`src/rtl/stream_demux.sv`:
```
// Registered valid/ready demux: routes one input stream to one of 2**CTRL
// output channels, or to all of them, through a one-entry register per channel.
module stream_demux #(
   parameter int CTRL       = 2,
   parameter int DATA_WIDTH = 1,
   parameter int CNT_WIDTH  = 16
) (
   input  logic                  clk,
   input  logic                  reset,
   input  logic                  in_valid,
   output logic                  in_ready,
   input  logic [DATA_WIDTH-1:0] in_data,
   input  logic [CTRL-1:0]       in_sel,
   input  logic                  in_bcast,
   output logic                  out_valid [2**CTRL],
   input  logic                  out_ready [2**CTRL],
   output logic [DATA_WIDTH-1:0] out_data  [2**CTRL],
   output logic                  busy,
   output logic [CNT_WIDTH-1:0]  xfer_cnt
);

   localparam int N = 2**CTRL;

   logic [N-1:0]          valid_q;
   logic [N-1:0]          valid_d;
   logic [DATA_WIDTH-1:0] data_q [N];
   logic [DATA_WIDTH-1:0] data_d [N];
   logic [CNT_WIDTH-1:0]  cnt_q;
   logic [CNT_WIDTH-1:0]  cnt_d;
   logic [N-1:0]          can_acc;
   logic                  fire;

   always_comb begin
      can_acc = '0;
      for (int i = 0; i < N; i++) begin
         can_acc[i] = !valid_q[i] || out_ready[i];
      end
   end

   // Broadcast needs every channel free so it is never split.
   assign in_ready = !reset &&
                     (in_bcast ? (&can_acc) : can_acc[in_sel]);
   assign fire     = in_valid && in_ready;

   always_comb begin
      valid_d = valid_q;
      data_d  = data_q;
      cnt_d   = cnt_q;
      for (int i = 0; i < N; i++) begin
         if (fire && (in_bcast || (in_sel == CTRL'(i)))) begin
            valid_d[i] = 1'b1;
            data_d[i]  = in_data;
         end else if (out_ready[i]) begin
            valid_d[i] = 1'b0;
         end
      end
      if (fire) begin
         cnt_d = cnt_q + CNT_WIDTH'(1);
      end
   end

   always_ff @(posedge clk) begin
      if (reset) begin
         valid_q <= '0;
         cnt_q   <= '0;
         for (int i = 0; i < N; i++) begin
            data_q[i] <= '0;
         end
      end else begin
         valid_q <= valid_d;
         cnt_q   <= cnt_d;
         for (int i = 0; i < N; i++) begin
            data_q[i] <= data_d[i];
         end
      end
   end

   // Drained channels keep their old payload internally; mask it here.
   always_comb begin
      for (int i = 0; i < N; i++) begin
         out_valid[i] = valid_q[i];
         out_data[i]  = valid_q[i] ? data_q[i] : '0;
      end
   end

   assign busy     = |valid_q;
   assign xfer_cnt = cnt_q;

endmodule

```
`config.mk`:
```
export PLATFORM = sky130hd
export DESIGN_NAME = stream_demux
export DESIGN_NICKNAME = d
export VERILOG_FILES = /design/src/rtl/stream_demux.sv
export SDC_FILE = /design/constraint.sdc
export NUM_CORES = 1
export LEC_CHECK = 0
export BUFFER_PORTS_ARGS = -buffer_cell sky130_fd_sc_hd__buf_4
export CAP_MARGIN = 10
export CORE_ASPECT_RATIO = 1.2
export CORE_MARGIN = 5
export CORE_UTILIZATION = 40
export CTS_CLUSTER_DIAMETER = 80
export DETAILED_ROUTE_END_ITERATION = 16
export PLACE_DENSITY = 0.68
export RECOVER_POWER = 100
export SLEW_MARGIN = 25
export SYNTH_ARGS = -nofsm -noshare
export SYNTH_HDL_FRONTEND = slang
export SYNTH_SLANG_ARGS = --single-unit
```
`constraint.sdc`:
```
create_clock -name clk -period 2.15 [get_ports clk]
set_clock_uncertainty 0.1 [all_clocks]
set_input_delay 0.645 -clock clk [delete_from_list [all_inputs] [get_ports clk]]
set_output_delay 0.645 -clock clk [all_outputs]
set_load 0.1 [all_outputs]
```
Word level (Yosys, flattened, before mapping)
Index checks and enable logic that the tools add are counted.
{ "op_classes": {"n_lt_le_gt_ge": 1, "muxes": 15, "reduce_logical": 26, "n_addsub": 1, "eq_ne": 3} }
{ "ops": {"columns": ["op", "n"], "rows": [
  ["adder 16 x 1 -> 16 bit, second input constant", 1],
  ["two-way mux 1 bit", 14],
  ["logical OR 1 bit", 8],
  ["nonzero test 2 bit", 4],
  ["logical AND 1 bit", 6],
  ["zero test 1 bit", 5],
  ["equality test 2 bit, second input constant", 2],
  ["AND reduction 4 bit", 1],
  ["OR reduction 4 bit", 1],
  ["less-than comparator 2 x 3 -> 1 bit, second input constant", 1],
  ["binary-select mux 1 bit (select 2 bit)", 1],
  ["equality test 2 x 1 -> 1 bit, second input constant", 1],
  ["zero test 2 bit", 1]
]} }
{ "word_totals": {"out_inout_bits": 26, "regBits": 24, "input_bits": 11} }

Depth between registers and ports, before layout
{ "logic_depth": {"depth_word": 9, "ltp_mapped": 6, "mapped_depth_nobuf": 6} }

Worst setup path before layout
OpenSTA, ideal clock, no wires.
{ "synth_timing": {"kind": "register to register", "startpoint": "register valid_q[0]", "endpoint": "register data_q[0] (netlist name)", "period_less_slack_ns": 3.160, "path_stages_with_launch": 7, "t_required_ns": 1.929, "setup_ns": 0.121, "path_slack_ns": -1.010, "arrival_time_ns": 2.939, "path_cell_list": "dfxtp_1 > nor2b_1 > a22oi_1 > nand3_2 > clkinv_1 > nand3_1 > mux2_2"} }
{ "synth_via": {"elab_chain_cells": 8} }
{ "synth_lines": {"columns": ["element", "line_no", "rtl"], "rows": [
  ["start: declaration", "24", "logic [N-1:0] valid_q;"],
  ["start signal: assignment", "70", "valid_q <= valid_d;"],
  ["zero test 1 bit (*)", "36", "can_acc[i] = !valid_q[i] || out_ready[i];"],
  ["logical OR 1 bit (*)", "36", null],
  ["binary-select mux 1 bit (select 2 bit)", "42", "(in_bcast ? (&can_acc) : can_acc[in_sel]);"],
  ["two-way mux 1 bit (not written as such)", "42", null],
  ["two-way mux 1 bit (*)", "42", null],
  ["logical AND 1 bit (*)", "41", "assign in_ready = !reset &&"],
  ["via in_ready", "11", "output logic in_ready,"],
  ["logical AND 1 bit (*)", "43", "assign fire = in_valid && in_ready;"],
  ["logical AND 1 bit (*)", "50", "if (fire && (in_bcast || (in_sel == CTRL'(i)))) begin"],
  ["end signal: indexed assignment", "73", "data_q[i] <= data_d[i];"],
  ["end: declaration", "26", "logic [DATA_WIDTH-1:0] data_q [N];"]
]} }
The timed path passes the listed nets; every way through them passes the cells marked *. The select of a mux whose other input is x is not followed.
A chain may end at the register's enable or synchronous reset.

Worst setup path after layout
{ "layout_timing": {"startpoint": "input port in_sel[0]", "endpoint": "output port in_ready"} }
{ "layout_via": {"elab_chain_cells": 4} }
{ "layout_lines": {"columns": ["element", "line_no", "rtl"], "rows": [
  ["start: declaration", "13", "input logic [CTRL-1:0] in_sel,"],
  ["binary-select mux 1 bit (select 2 bit)", "42", null],
  ["two-way mux 1 bit (not written as such)", "42", null],
  ["two-way mux 1 bit", "42", null],
  ["logical AND 1 bit", "41", null],
  ["end: declaration", "11", null]
]} }
Every way passes these cells. The select of a mux whose other input is x is not followed.

==> metrics.md <==
| Metric | Value |
|---|---|
| # DRC | `0` |
| Inst Count DP | `~220` |
| Tot GR Track Use | `about 16%` |
| Final worst setup slack | `-0.1235 ns` |
| Min-Delay Path Class | `reg -> reg` |
| Failing checks | `setup timing` |
| Hold Fails Final Rpt | `0` |
| Pwr Density | `~560 mW/mm2` |
| NetSw | `0.3340 mW` |
| First-pass GRT wire length | `roughly 5300 um` |
| Sequential share of the synthesized area | `39.02%` |
| Setup TNS | `-0.1468 ns` |
| Minimum clock period | `2.274 ns` |
| Switching share of power | `about a third` |
| Post-synthesis area per instance | `just under 9 um2` |
| Run status | `complete, but fails checks` |
| Area growth syn-to-layout | `44.11%` |
| Cell Count, Final, Fillers Out | `around 230` |
| Crit path DAT | `around 1.5 ns` |
| Combinational power share | `28.5%` |
| Drt pass-1 iters | `4` |
| H-Tree Depth | `1` |
| Initial cell density of the core | `41.03%` |
| TritonCTS clock tree | `done` |
| Initial antenna violation count | `0` |
| Clk Tree Root Cell | `clkbuf_4` |
| DRT antenna net count | `0` |
| Startpoint types | `input port` |
| FF-to-FF Start | `valid_q[0]` |
| Clk slew on worst S/H paths | `roughly 0.13 ns` |
| Largest net degree at the start of global routing | `15` |
| Routed wire length | `~3300 um` |
| Layout Nets | `210` |
| Pwr Total | `between 0.9 and 1 mW` |
| Worst Hold Launch | `xfer_cnt[4]` |
| FF-to-FF path depth | `8` |
| DR vias/cell | `roughly 5.6` |
| Commonest non-fill, non-tap cells in the layout | `buf_4, clkbuf_2, a21oi_1, nand3_1, dfxtp_2` |
| Gr ovfl total | `0` |
| Max frequency | `around 0.44 GHz` |
| CP startpoint | `in_sel[0]` |
| Final Wtd Congestion | `around 0.89` |
| DIE WIDTH | `between 60 and 70 um` |
| Syn Inst Count | `~140` |
| Via total after detailed routing | `1301` |
| I/O pins | `37` |
| Max-slew headroom | `between 60 and 70%` |
| CTS Hold Buffers Added | `0` |
| Die H | `slightly above 70 um` |
| Worst-Skew Late Latency | `~0.32 ns` |
| Syn Nets | `between 150 and 200` |
| RSZ-0062 raised after global routing | `true` |
| Syn. warnings | `0` |
| Worst hold stages | `1` |
| Commonest non-fill, non-tap cell in the layout | `buf_4` |
| Count of cell types in the netlist | `35` |
| Seq cells post-synth | `24` |
| Fin crit share | `105.7%` |
| CP Max Fanout | `4` |
| Clk sink count | `24` |
| Ant diodes | `0` |
| Die Area | `0.004292 mm2` |
| Max_cap viols | `0` |
| CP Class | `in -> out` |
| Routed length per instance | `14.28 um` |
| Share of layout cells above drive strength 1 | `about 48%` |
| Core Region | `0.003000 mm2` |
| Vias in the first global route | `between 1000 and 1500` |
| Hpwl dp | `around 2500 um` |
| Clock Path Buffers | `2` |
| Pleak | `0.7313 nW` |
| Crit end category | `output pin` |
| IO Port Bufs | `36` |
| Reg power frac | `47.0%` |
| Worst Tran Pin Value | `0.5485 ns` |
| Power share of the clock group | `roughly a quarter` |
| Final setup fails | `4` |
| DP Area | `approximately 0.0017 mm2` |
| Synth Cell Area | `0.001231 mm2` |
| Pins Over Slew Limit | `0` |
| Num CTS Buffers | `3` |
| Initial DRC count | `37` |
| Cell area after layout | `0.001774 mm2` |
| # rows | `22` |
| Worst EP required | `approximately 1.4 ns` |
| Internal Power | `around 0.66 mW` |
| VDD IR max | `roughly 0.33 mV` |
[what timing repair did]
item	CTS	global route
pin swaps	4	5
endpoints found under the setup margin	2	4
gates resized for setup	10	5
buffers inserted	5	1
[final timing paths]
check	to	slack [ns]
max reg2reg	xfer_cnt[5]	0.07
max	in_ready	-0.12
min	xfer_cnt[4]	0.39
min reg2reg	xfer_cnt[4]	0.39
[synthesized netlist by cell type]
master | number | share of area (%)
a21o_1 | 1 | 0.61
a21oi_1 | 14 | 5.7
a221oi_2 | 1 | 1.2
a22o_1 | 1 | 0.71
a22oi_1 | 1 | 0.61
a31oi_1 | 1 | 0.51
and2_1 | 4 | 2.0
and3_1 | 1 | 0.51
and4_1 | 1 | 0.71
buf_2 | 2 | 0.81
clkbuf_1 | 2 | 0.61
clkinv_1 | 1 | 0.30
dfxtp_1 | 24 | 39
ha_1 | 1 | 1.0
inv_1 | 3 | 0.91
mux2_2 | 4 | 3.7
mux2i_1 | 4 | 3.3
nand2_1 | 10 | 3.0
nand2b_1 | 5 | 2.5
nand3_1 | 11 | 4.5
nand3_2 | 3 | 2.4
nand4_1 | 4 | 2.0
nor2_1 | 8 | 2.4
nor2b_1 | 7 | 3.6
nor3_1 | 1 | 0.41
o211a_1 | 1 | 0.81
o21ai_0 | 1 | 0.41
o21bai_1 | 1 | 0.61
o21bai_4 | 1 | 1.5
o31ai_1 | 8 | 4.9
or2_2 | 2 | 1.0
or3_1 | 1 | 0.51
or3_4 | 1 | 0.91
or4_1 | 9 | 5.5
xor2_1 | 1 | 0.71
[through the flow]
step / worst slack [ns] / util [%] / hold WS (ns)
finish: -0.1235 / 59.13 / 0.3873
global route: -0.1582 / 59.13 / 0.4132
CTS: -0.1394 / 60.80 / 0.3908
detailed placement: -0.2678 / 57.01 / 0.3717
global placement: -0.2359 / 57.01 / 0.3664
floorplan: -0.03240 / - / 0.3547
[state kept, by name (all words and copies together) (netlist names)]
signal / cells
valid_q: 4
data_q: 4
xfer_cnt: 16
[metal layers]
metal | wire, um | global-route usage, % | part of all wire [%]
met5 | 0 | 0 | 0
met4 | 90 | 9.398 | 2.7
met3 | 235 | 2.555 | 7.1
met2 | 1702 | 26.28 | 51
met1 | 1299 | 19.40 | 39
[cells by family (layout without fill, tap and decap cells)]
family | count (synthesis) | after routing | share of synthesized area (%)
buf+inv | 8 | 64 | 2.642
xor+xnor | 1 | 1 | 0.7115
mux | 8 | 8 | 6.910
simple gates | 68 | 68 | 32.11
fa+ha+maj | 1 | 1 | 1.016
flops | 24 | 24 | 39.02
compound gates | 31 | 31 | 17.58
[critical path, cell delays in order]
cell and delay, ns:
buf_8 0.10, a21o_1 0.20, a22oi_2 0.21, nand3_4 0.14, clkinv_8 0.07, buf_12 0.16
[area by class of cell]
class                   instances  area (um2)
clock buffers                   4       36.28
fillers                       287        1226
inverters                       4       27.53
multi-input cells             109       757.0
flip-flops and latches         24       513.0
well taps                      36       45.04
repair buffers                 56       395.4
[power groups by stage]
stage / logic [mW] / registers, mW / clock network [mW]
CTS: 0.290 / 0.466 / 0.250
global route: 0.297 / 0.468 / 0.270
detailed placement: 0.262 / 0.476 / 0
global placement: 0.259 / 0.476 / 0
finish: 0.282 / 0.465 / 0.244
floorplan: 0.126 / 0.530 / 0
Power figures use the tool's default switching activity.
